<file path="config.mk">
export PLATFORM = sky130hd
export DESIGN_NAME = mem_arbiter
export DESIGN_NICKNAME = d
export VERILOG_FILES = /design/src/rtl/mem_arbiter.sv
export SDC_FILE = /design/constraint.sdc
export NUM_CORES = 1
export LEC_CHECK = 0
export ABC_AREA = 1
export ABC_CLOCK_PERIOD_IN_PS = 1400
export BUFFER_PORTS_ARGS = -buffer_cell sky130_fd_sc_hd__buf_4
export CORE_MARGIN = 4
export CORE_UTILIZATION = 44
export DETAILED_ROUTE_END_ITERATION = 12
export PLACE_DENSITY_LB_ADDON = 0.2
export SYNTH_ARGS = -nofsm -noshare
export SYNTH_HDL_FRONTEND = slang
export SYNTH_SLANG_ARGS = --single-unit
</file>
<file path="constraint.sdc">
create_clock -name clk -period 1.4 [get_ports clk]
set_input_delay 0.28 -clock clk [delete_from_list [all_inputs] [get_ports clk]]
set_output_delay 0.28 -clock clk [all_outputs]
set_load 0.05 [all_outputs]
</file>
<file path="src/rtl/mem_arbiter.sv">
// mem_arbiter
//   Arbitrates ICache, load/store buffer and prefetcher requests onto the
//   byte-serial memory controller's flag/commit interface. One request is
//   latched and presented at a time; the controller's completion is routed
//   back to the owner as a one-cycle commit pulse with its data.
//
// Ports
//   clk, rst            clock; synchronous active-high reset
//   rdy                 global ready, low freezes the block (commits forced 0)
//   roll                pipeline rollback pulse
//   IC_flag/IC_addr     ICache 4-byte read request
//   IC_commit/IC_data   ICache completion pulse and word
//   LSB_flag/type/addr/len/data   LSB request (type 1 = store, len 1/2/4)
//   LSB_commit/LSB_val  LSB completion pulse and load data
//   PF_flag/PF_addr     prefetch 4-byte read request
//   PF_commit/PF_data   prefetch completion pulse and word
//   MC_flag/type/addr/len/data    latched request to the memory controller
//   MC_commit/MC_val    controller completion
//
// Configuration
//   MEMARB_PREFETCH_EN  when defined the PF port takes part in arbitration;
//                       otherwise PF inputs are ignored and PF outputs are 0.
module mem_arbiter #(
  parameter int unsigned STARVE_LIMIT = 4
) (
  input  logic        clk,
  input  logic        rst,
  input  logic        rdy,
  input  logic        roll,
  input  logic        IC_flag,
  input  logic [31:0] IC_addr,
  output logic        IC_commit,
  output logic [31:0] IC_data,
  input  logic        LSB_flag,
  input  logic        LSB_type,
  input  logic [31:0] LSB_addr,
  input  logic [2:0]  LSB_len,
  input  logic [31:0] LSB_data,
  output logic        LSB_commit,
  output logic [31:0] LSB_val,
  input  logic        PF_flag,
  input  logic [31:0] PF_addr,
  output logic        PF_commit,
  output logic [31:0] PF_data,
  output logic        MC_flag,
  output logic        MC_type,
  output logic [31:0] MC_addr,
  output logic [2:0]  MC_len,
  output logic [31:0] MC_data,
  input  logic        MC_commit,
  input  logic [31:0] MC_val
);

  localparam logic [2:0] LIMIT = 3'(STARVE_LIMIT);

  typedef enum logic [1:0] {S_IDLE, S_BUSY, S_GAP} state_t;
  typedef enum logic [1:0] {OWN_IC, OWN_LSB, OWN_PF} owner_t;

  state_t      state;
  owner_t      owner;
  logic [2:0]  starve_cnt;
  logic        pend;       // completion captured while rdy was low
  logic [31:0] pend_val;

  logic        gnt_ic, gnt_lsb, gnt_pf, gnt_any;
  logic        keep_store;
  logic [31:0] done_val;

  always_comb begin
    gnt_ic  = 1'b0;
    gnt_lsb = 1'b0;
    gnt_pf  = 1'b0;
    if (IC_flag && starve_cnt == LIMIT) gnt_ic = 1'b1;
    else if (LSB_flag)                  gnt_lsb = 1'b1;
    else if (IC_flag)                   gnt_ic = 1'b1;
`ifdef MEMARB_PREFETCH_EN
    else if (PF_flag)                   gnt_pf = 1'b1;
`endif
    gnt_any = gnt_ic | gnt_lsb | gnt_pf;
  end

  // A store already handed to the controller must run to completion.
  assign keep_store = (state == S_BUSY) && (owner == OWN_LSB) && MC_type;
  assign done_val   = pend ? pend_val : MC_val;

`ifndef MEMARB_PREFETCH_EN
  logic pf_unused;
  assign pf_unused = ^{PF_flag, PF_addr};
  assign PF_commit = 1'b0;
  assign PF_data   = '0;
`endif

  always_ff @(posedge clk) begin
    if (rst) begin
      state      <= S_IDLE;
      owner      <= OWN_IC;
      starve_cnt <= '0;
      pend       <= 1'b0;
      pend_val   <= '0;
      MC_flag    <= 1'b0;
      MC_type    <= 1'b0;
      MC_addr    <= '0;
      MC_len     <= '0;
      MC_data    <= '0;
      IC_commit  <= 1'b0;
      IC_data    <= '0;
      LSB_commit <= 1'b0;
      LSB_val    <= '0;
`ifdef MEMARB_PREFETCH_EN
      PF_commit  <= 1'b0;
      PF_data    <= '0;
`endif
    end else if (!rdy) begin
      IC_commit  <= 1'b0;
      LSB_commit <= 1'b0;
`ifdef MEMARB_PREFETCH_EN
      PF_commit  <= 1'b0;
`endif
      // Controller completions are pulses; remember one seen while frozen.
      if (state == S_BUSY && MC_commit && !pend) begin
        pend     <= 1'b1;
        pend_val <= MC_val;
      end
    end else begin
      IC_commit  <= 1'b0;
      LSB_commit <= 1'b0;
`ifdef MEMARB_PREFETCH_EN
      PF_commit  <= 1'b0;
`endif
      if (roll && !keep_store) begin
        state   <= S_IDLE;
        MC_flag <= 1'b0;
        pend    <= 1'b0;
      end else begin
        unique case (state)
          S_IDLE: begin
            if (gnt_lsb) begin
              owner   <= OWN_LSB;
              MC_type <= LSB_type;
              MC_addr <= LSB_addr;
              MC_len  <= LSB_len;
              MC_data <= LSB_type ? LSB_data : '0;
            end else if (gnt_ic) begin
              owner   <= OWN_IC;
              MC_type <= 1'b0;
              MC_addr <= IC_addr;
              MC_len  <= 3'd4;
              MC_data <= '0;
            end
`ifdef MEMARB_PREFETCH_EN
            else if (gnt_pf) begin
              owner   <= OWN_PF;
              MC_type <= 1'b0;
              MC_addr <= PF_addr;
              MC_len  <= 3'd4;
              MC_data <= '0;
            end
`endif
            if (gnt_any) begin
              MC_flag <= 1'b1;
              state   <= S_BUSY;
              if (gnt_lsb && IC_flag)
                starve_cnt <= (starve_cnt == LIMIT) ? LIMIT : starve_cnt + 3'd1;
              else
                starve_cnt <= '0;
            end
          end
          S_BUSY: begin
            if (MC_commit || pend) begin
              pend    <= 1'b0;
              MC_flag <= 1'b0;
              state   <= S_GAP;
              unique case (owner)
                OWN_IC: begin
                  IC_commit <= 1'b1;
                  IC_data   <= done_val;
                end
                OWN_LSB: begin
                  LSB_commit <= 1'b1;
                  LSB_val    <= done_val;
                end
`ifdef MEMARB_PREFETCH_EN
                OWN_PF: begin
                  PF_commit <= 1'b1;
                  PF_data   <= done_val;
                end
`endif
                default: ;
              endcase
            end
          end
          S_GAP:   state <= S_IDLE;
          default: state <= S_IDLE;
        endcase
      end
    end
  end

endmodule

</file>
[Yosys cells after proc, flatten, opt, wreduce, memory -nomap -nowiden]
Index checks and enable logic that the tools add are counted.
Word-level totals
  bits in registers: 175
  bits of input ports: 172
Cells by class
  $add $sub $neg: 1
  equality and inequality tests: 7
  multiplexer cells: 33
  bitwise logic cells: 5
  reduce and logical (&&, ||, !) cells: 24
Operators with widths (number)
  $mux W32: 6
  $mux W1: 16
  $mux W3: 4
  $reduce_and A4 Y1: 3
  $mux W2: 5
  $reduce_and A5 Y1: 2
  $ne A3 B1 Y1 const B: 3
  $logic_and A1 B1 Y1: 7
  $reduce_and A3 Y1: 2
  $reduce_or A5 Y1: 1
  $eq A2 B1 Y1 const B: 2
  $logic_not A2 Y1: 2
  $not A1 Y1: 4
  $pmux W2 S2: 1
  $reduce_bool A2 Y1: 2
  $add A3 B1 Y3 const B: 1
  $eq A3 B3 Y1 const B: 1
  $ne A3 B3 Y1 const B: 1
  $reduce_bool A3 Y1: 1
  $logic_not A1 Y1: 2
  $pmux W1 S2: 1
  $reduce_and A2 Y1: 1
  $logic_or A1 B1 Y1: 1
  $or A1 B1 Y1: 1

[Depth between registers and ports, before layout]
Gate-level depths: netlist of the first run.
  word-level depth: 7
  gate-level depth with buffers: 11
  gate-level depth less buffers: 9

[Worst setup path before layout of the first run]
OpenSTA, ideal clock, no wires.
  path type: register to register
  from: reg MC_type
  to: reg IC_data[0]
  library setup time: 0.110 ns
  arrival: 1.486 ns
  path slack: -0.196 ns
  cell stages (with the launch flop): 8
  buffers on the path: 2
  period minus slack after synthesis: 1.596 ns
  cells stage by stage: dfxtp_1 nand2_2 o21ai_4 buf_4 buf_4 nand4_1 nand2_1 nor2_1
On the way
  longest elaborated chain between the ends: 5
Ends and longest elaborated chain
  start, declared: RTL line 46  | output logic MC_type,
  start signal, assigned: RTL line 139  | MC_type <= LSB_type;
  $logic_and A1 B1 Y1: RTL line 83  | assign keep_store = (state == S_BUSY) && (owner == OWN_LSB) && MC_type;
  $logic_not A1 Y1: RTL line 130  | if (roll && !keep_store) begin
  $logic_and A1 B1 Y1: RTL line 130
  $not A1 Y1 (no line)
  $reduce_and A5 Y1 (no line)
  end signal, assigned: RTL line 176  | IC_data <= done_val;
  end, declared: RTL line 33  | output logic [31:0] IC_data,
No other way between the ends.
A chain may end at the register's enable or synchronous reset.

[Final worst setup path of the first run]
  from: reg starve_cnt[0]
  to: reg MC_addr[7]
On the way
  longest elaborated chain between the ends: 5
  elaborated cells on any way between the ends: 7
  those cells by class: eq/ne (1); mux (3); reduce/logical (3)
Ends and longest elaborated chain
  start, declared: RTL line 61  | logic [2:0] starve_cnt;
  start signal, assigned: RTL line 163  | starve_cnt <= (starve_cnt == LIMIT) ? LIMIT : starve_cnt + 3'd1;
  $eq A3 B3 Y1 *: RTL line 73  | if (IC_flag && starve_cnt == LIMIT) gnt_ic = 1'b1;
  $logic_and A1 B1 Y1 *: RTL line 73
  $mux W1: RTL line 73
  $reduce_bool A2 Y1 (no line)
  $reduce_and A4 Y1 (no line)
  end signal, assigned: RTL line 140  | MC_addr <= LSB_addr;
  end signal, assigned: RTL line 146  | MC_addr <= IC_addr;
  end, declared: RTL line 47  | output logic [31:0] MC_addr,
Every way passes the cells marked *; elsewhere a longest branch is shown, timed or not.

==> flow_metrics.tcl, run 1 <==
set metrics [dict create \
    rrSetupSlack_ns -0.02 \
    htreeDepth 4 \
    synth-edff-count 0 \
    drt-initial-drc-count 444 \
    seq_area_mm2 0.003493 \
    synthesis.instances 1209 \
    wl_per_cell_um 14.94 \
    p_leak_nw 5.462 \
    synth_cell_types 22 \
    num_vias 8253 \
    cpLargestDelayFamily "simple AND/OR/NAND/NOR gates" \
    antenna_left 0 \
    skew_ns 0.01961 \
    grt_setup_unrepaired "yes" \
    grt_pass1_vias 7220 \
    r2r_start "starve_cnt[0]$_SDFFE_PP0P_" \
    cap_violations 0 \
    p_per_area_mw_per_mm2 1031 \
    overflow 0 \
    gp_congestion 0.7893 \
    yosysMostFrequentCell "nand2_1" \
    grtUsageMet2 0.3773 \
    yosys_most_used_dff "dfxtp_1" \
    die_x_um 143.8 \
    drcViolationCount 0 \
    synth_top_area_frac 0.4294 \
    cp-end-kind "flip-flop" \
    syn_area_per_cell_um2 6.709 \
    cp.required_ns 1.72 \
    violations "setup timing" \
    hold_buffers 0 \
    critPathKind "flip-flop to flip-flop" \
    final_nets 1648 \
    hp-class "input port to flip-flop" \
    grt_max_degree 81 \
    clk_path_buf_depth 2 \
    syn_area_mm2 0.008112 \
    io_pins 340 \
    synth_seq_area_share 0.4294 \
    worstPathCellList "inv_2, ha_4, nand3_2, nand2_4, clkinv_8, clkbuf_16, nand2_1, nand2_1, nor2_1, nor2_1" \
    met3_usage 0.07188 \
    dp_cells 1661 \
    r2r_end "MC_addr[7]$_SDFFE_PP0P_" \
    finalSetupViolations 6 \
    worstSkewPairLatency_ns 0.43 \
    cts.root.buffer_cell "clkbuf_16" \
    path_clk_slew_ns 0.06 \
    clkSinkCount 174 \
    core_mm2 0.01802 \
    fill_cells 1676 \
    dr.pass1.iters 5 \
    grt_pass1_wl_um 36360 \
    ys_top_cells_by_area "dfxtp_1 (43%), nand2_1 (15%), inv_1 (8.0%)" \
    numCtsBuffers 17 \
    slowest_delay_ns 0.32 \
    yosysTopAreaCell "dfxtp_1" \
    die_area_mm2 0.02067 \
    routed_wl_um 25630 \
    netlist_top_cells_count "nand2_1 (315), dfxtp_1 (174), inv_1 (172)" \
    syn2layout_area_growth_pct 43.62 \
    path_depth 10 \
    fin_crit_sh 1.012 \
    vdd_drop_max_mv 0.8503 \
    cts_tree "built" \
    drive_above_1_share 0.2826 \
    outcome "complete, but fails checks" \
    pre_cts_slack_ns -0.03388 \
    critPathBufInv 3 \
    grtUsageMet1 0.2600 \
    async_flop_share 0 \
    postSynthRegisterBits 174 \
    multi_input_area_mm2 0.003615 \
    vias_per_cell 4.812 \
    postLayoutSetupSlackWorst_ns -0.01685 \
    yosysWarnings 0 \
    start_kind "flip-flop" \
    slew_viol_final 0 \
    fin_setup_tns_ns -0.06729 \
    top_usage_layer "met2" \
    min_period_ns 1.417 \
    critPathLaunch "starve_cnt[0]$_SDFFE_PP0P_" \
    grt_use_total 0.2184 \
    antenna_found_initial 0 \
    num_rows 49 \
    worstPathArrival_ns 1.73 \
    fmax_ghz 0.7058 \
    num_antenna_cells 0 \
    start_util 0.4500 \
    rr_worst_depth 10 \
    crit_fanout 12 \
    crit_end "MC_addr[7]$_SDFFE_PP0P_" \
    critPathSlowestCell "dfxtp_2" \
    hold_viol 0 \
    port_buffers 273 \
    die_height_um 143.8 \
    final_cells 1715 \
    hpwlAfterDp_um 16440 \
]
where the power goes:
part           total, mW  leakage, nW  switching, mW  internal, mW
registers           5.14         1.41         0.0630          5.07
clock network       4.84        0.291           1.98          2.87
logic               2.03         3.76           1.28         0.754
state kept, by name, indices dropped and copies added, names as in the netlist, 2 cells and up:
name and count:
IC_data 32, LSB_val 32, MC_addr 32, MC_data 32, MC_len 3, pend_val 32
starve_cnt 3, state 2
tightest hold or removal path, cell delays in order:
cell    delay [ns]
buf_4         0.08
nor2_1        0.03
nor2_1        0.07
through the flow:
| stage | utilization | area [um2] | hold WS, ns | power, mW |
|---|---|---|---|---|
| floorplan | - | 8247 | 0.4007 | 6.443 |
| global placement | 0.5773 | 10410 | 0.4361 | 7.061 |
| detailed placement | 0.5773 | 10410 | 0.4413 | 7.075 |
| CTS | 0.6141 | 11070 | 0.06485 | 11.91 |
| global route | 0.6463 | 11650 | 0.07555 | 12.44 |
| finish | 0.6463 | 11650 | 0.07895 | 12.01 |
layout by cell type, fill, tap and decap left out, types with 3 or more instances in the layout:
cell       synthesis  routed
buf_4             49     296
nand2_1          315     288
dfxtp_1          174     168
inv_1            172     168
nor2_1           138     132
nand4_1           98      98
o21ai_0           96      78
a21oi_1           75      74
conb_1             1      33
clkbuf_16          0      28
o21ai_1            3      21
nand2_2            1      20
buf_12             0      20
nand2_4            0       8
buf_6              0       8
nor2_2             2       6
clkbuf_8           0       5
dfxtp_2            0       5
inv_2              1       3
nand3_4            0       3
clkinv_4           0       3
logic make-up (layout without fill, tap and decap cells):
family	after synthesis	in the layout	share of synthesized area
other cells	1	33	0.0004623
flops	174	174	0.4294
buf+inv	294	539	0.1627
fa+ha+maj	2	2	0.003084
compound gates	177	177	0.1112
simple gates	561	561	0.2931
worst min-delay path by stage:
stage,to,depth (start not counted),startpoint
finish,MC_len[2]$_SDFFE_PP0P_,3,LSB_len[2]
global route,MC_len[2]$_SDFFE_PP0P_,3,LSB_len[2]
CTS,MC_len[2]$_SDFFE_PP0P_,3,LSB_len[2]
detailed placement,pend_val[31]$_SDFFE_PP0P_,2,pend_val[31]$_SDFFE_PP0P_
global placement,pend_val[20]$_SDFFE_PP0P_,2,pend_val[20]$_SDFFE_PP0P_
floorplan,MC_len[2]$_SDFFE_PP0P_,2,LSB_len[2]
routing by layer:
metal / up-vias / wire length, um
met4: 0 / 395
met2: 276 / 13050
li1: 4256 / -
met1: 3697 / 10070
met5: - / 0
met3: 24 / 2122
final cells by class:
class | count | area share
clock inverter | 8 | 0.009129
timing repair buffer | 335 | 0.2565
tap | 229 | 0.02459
clock buffer | 23 | 0.04275
inverter | 173 | 0.05692
multi-input combinational | 773 | 0.3103
sequential | 174 | 0.2999
what timing repair did:
item	CTS	global route
gates resized for setup	12	74
cloned	0	14
endpoints found under the setup margin	52	170
setup buffers	2	9
pin swaps	1	31
Power figures use the tool's default switching activity.
==> run 2, diff against run 1 <==
- ABC_CLOCK_PERIOD_IN_PS: 1400 -> 1300
- PLACE_DENSITY_LB_ADDON: 0.2 -> 0.1
- clock period: 1.4 -> 1.3 ns (I/O delays scaled with it)
==> run 2 against run 1 <==
The run still ends with setup timing left. Die area did not move. Combinational power rose by 9%. Largest power group unchanged. Register-to-register slack got worse by 0.05 ns. Utilization rose by 0.50 points. Via count fell by 0.85%.
==> flow_metrics.tcl, run 2 (same netlist as run 1, synthesis figures left out) <==
set metrics [dict create \
    min_period_ns 1.363 \
    antenna_found_initial 0 \
    drcViolationCount 0 \
    core_mm2 0.01802 \
    final_cells 1720 \
    p_sw_frac 0.2813 \
    wl_per_cell_um 14.17 \
    violations "setup timing" \
    clk_path_buf_depth 2 \
    num_vias 8183 \
    outcome "complete, but fails checks" \
    routed_wl_um 24380 \
    grt_max_degree 47 \
    gp_congestion 0.8102 \
    p_int_mw 9.467 \
    slew_viol_final 0 \
    grt_pass1_vias 7427 \
    die_x_um 143.8 \
    worstSkewPairLatency_ns 0.43 \
    pwr-share-seq 0.420 \
    start_kind "flip-flop" \
    io_pins 340 \
    vdd_drop_max_mv 0.9134 \
    p_clk_frac 0.412 \
    start_util 0.4500 \
    die_height_um 143.8 \
    hpwlAfterDp_um 16800 \
    fin_setup_tns_ns -0.7988 \
    hp-class "input port to flip-flop" \
    skew_ns 0.01108 \
    drt-initial-drc-count 310 \
    vias_per_cell 4.758 \
    num_rows 49 \
    p_per_area_mw_per_mm2 1122 \
    placed_area_mm2 0.01044 \
    grt_pass1_wl_um 36450 \
    htreeDepth 4 \
    port_buffers 273 \
    dr.pass1.iters 5 \
    finalSetupViolations 36 \
    postLayoutSetupSlackWorst_ns -0.06319 \
    path_clk_slew_ns 0.07 \
    grt_setup_unrepaired "yes" \
    p_switching_mw 3.705 \
    drive_above_1_share 0.3025 \
    final_common_cell "buf_4" \
    overflow 0 \
    syn2layout_area_growth_pct 44.73 \
    clkSinkCount 174 \
    final_nets 1652 \
    design_area_mm2 0.01174 \
    cp.required_ns 1.62 \
    cap_violations 0 \
    numCtsBuffers 17 \
    hold_viol 0 \
    final_cell_mix "buf_4 (297), nand2_1 (273), dfxtp_1 (167)" \
    critPathKind "flip-flop to flip-flop" \
    fin_crit_sh 1.049 \
    cts.root.buffer_cell "clkbuf_16" \
    cp-end-kind "flip-flop" \
    p_comb_frac 0.168 \
    worstPathArrival_ns 1.68 \
    post-route-util 0.6513 \
    crit_fanout 8 \
    pre_cts_slack_ns -0.1215 \
    hold_buffers 0 \
    dp_cells 1671 \
    p_leak_nw 5.459 \
    cts_tree "built" \
    grt_use_total 0.2196 \
    die_area_mm2 0.02067 \
    antenna_left 0 \
    num_antenna_cells 0 \
    fmax_ghz 0.7336 \
]
## run 2: cell count changes in the layout (fill, tap and decap cells not counted), moves of 5 or more
cell and delta:
nand2_2 +17, a21oi_1 -5, o21ai_1 -9, a21oi_2 +5, clkbuf_16 -5, buf_6 +6
o21ai_0 +8, nand2_1 -15
## run 2: area by class of cell
type                       instances  area [um2]
tap                              229       286.5
inverter                         173       670.6
sequential                       174        3495
fill                            1713        6285
multi-input combinational        773        3681
timing repair buffer             339        2978
clock inverter                    13       176.4
clock buffer                      19       452.9
## run 2: critical path: stages, from the launching register on
cell and delay [ns]:
dfxtp_2 0.32, inv_2 0.07, ha_4 0.15, nand3_4 0.09, nand2_8 0.13, inv_16 0.07
buf_12 0.14, nand2_2 0.06, nand2_2 0.07, nor2_2 0.10, nor2_1 0.04
## run 2: final timing paths
check | startpoint | cells after the start | slack (ns) | endpoint
setup / recovery | starve_cnt[0]$_SDFFE_PP0P_ | 10 | -0.06 | MC_addr[17]$_SDFFE_PP0P_
hold / removal | LSB_len[2] | 3 | 0.05 | MC_len[2]$_SDFFE_PP0P_
setup reg to reg | starve_cnt[0]$_SDFFE_PP0P_ | 10 | -0.06 | MC_addr[17]$_SDFFE_PP0P_
hold reg to reg | pend_val[18]$_SDFFE_PP0P_ | 2 | 0.45 | pend_val[18]$_SDFFE_PP0P_
## run 2: stage by stage
step,power [mW],hold slack [ns]
3_3_place_gp,7.610,0.4360
2_1_floorplan,6.948,0.3807
4_1_cts,13.15,0.04860
3_5_place_dp,7.619,0.4422
6_report,13.17,0.05404
5_1_grt,13.73,0.04551
## run 2: power by group through the flow
stage | Sequential (mW) | Combinational, mW | Clock (mW)
global placement | 5.64 | 1.97 | 0
detailed placement | 5.65 | 1.97 | 0
floorplan | 6.00 | 0.944 | 0
global route | 5.54 | 2.37 | 5.81
CTS | 5.53 | 2.06 | 5.55
finish | 5.53 | 2.21 | 5.43
## run 2: routing by layer
metal  GRT usage  vias up  share of wire
li1            -     4254              -
met1      0.2619     3654           0.39
met2      0.3753      249           0.50
met3     0.07720       26          0.087
met4     0.06194        0          0.015
met5           0        -              0
## run 2: what timing repair did
action	CTS	global route
cloned	2	7
pin swaps	4	30
endpoints found under the setup margin	168	174
gates resized for setup	45	78
hold endpoints to repair	0	0
setup buffers	7	3
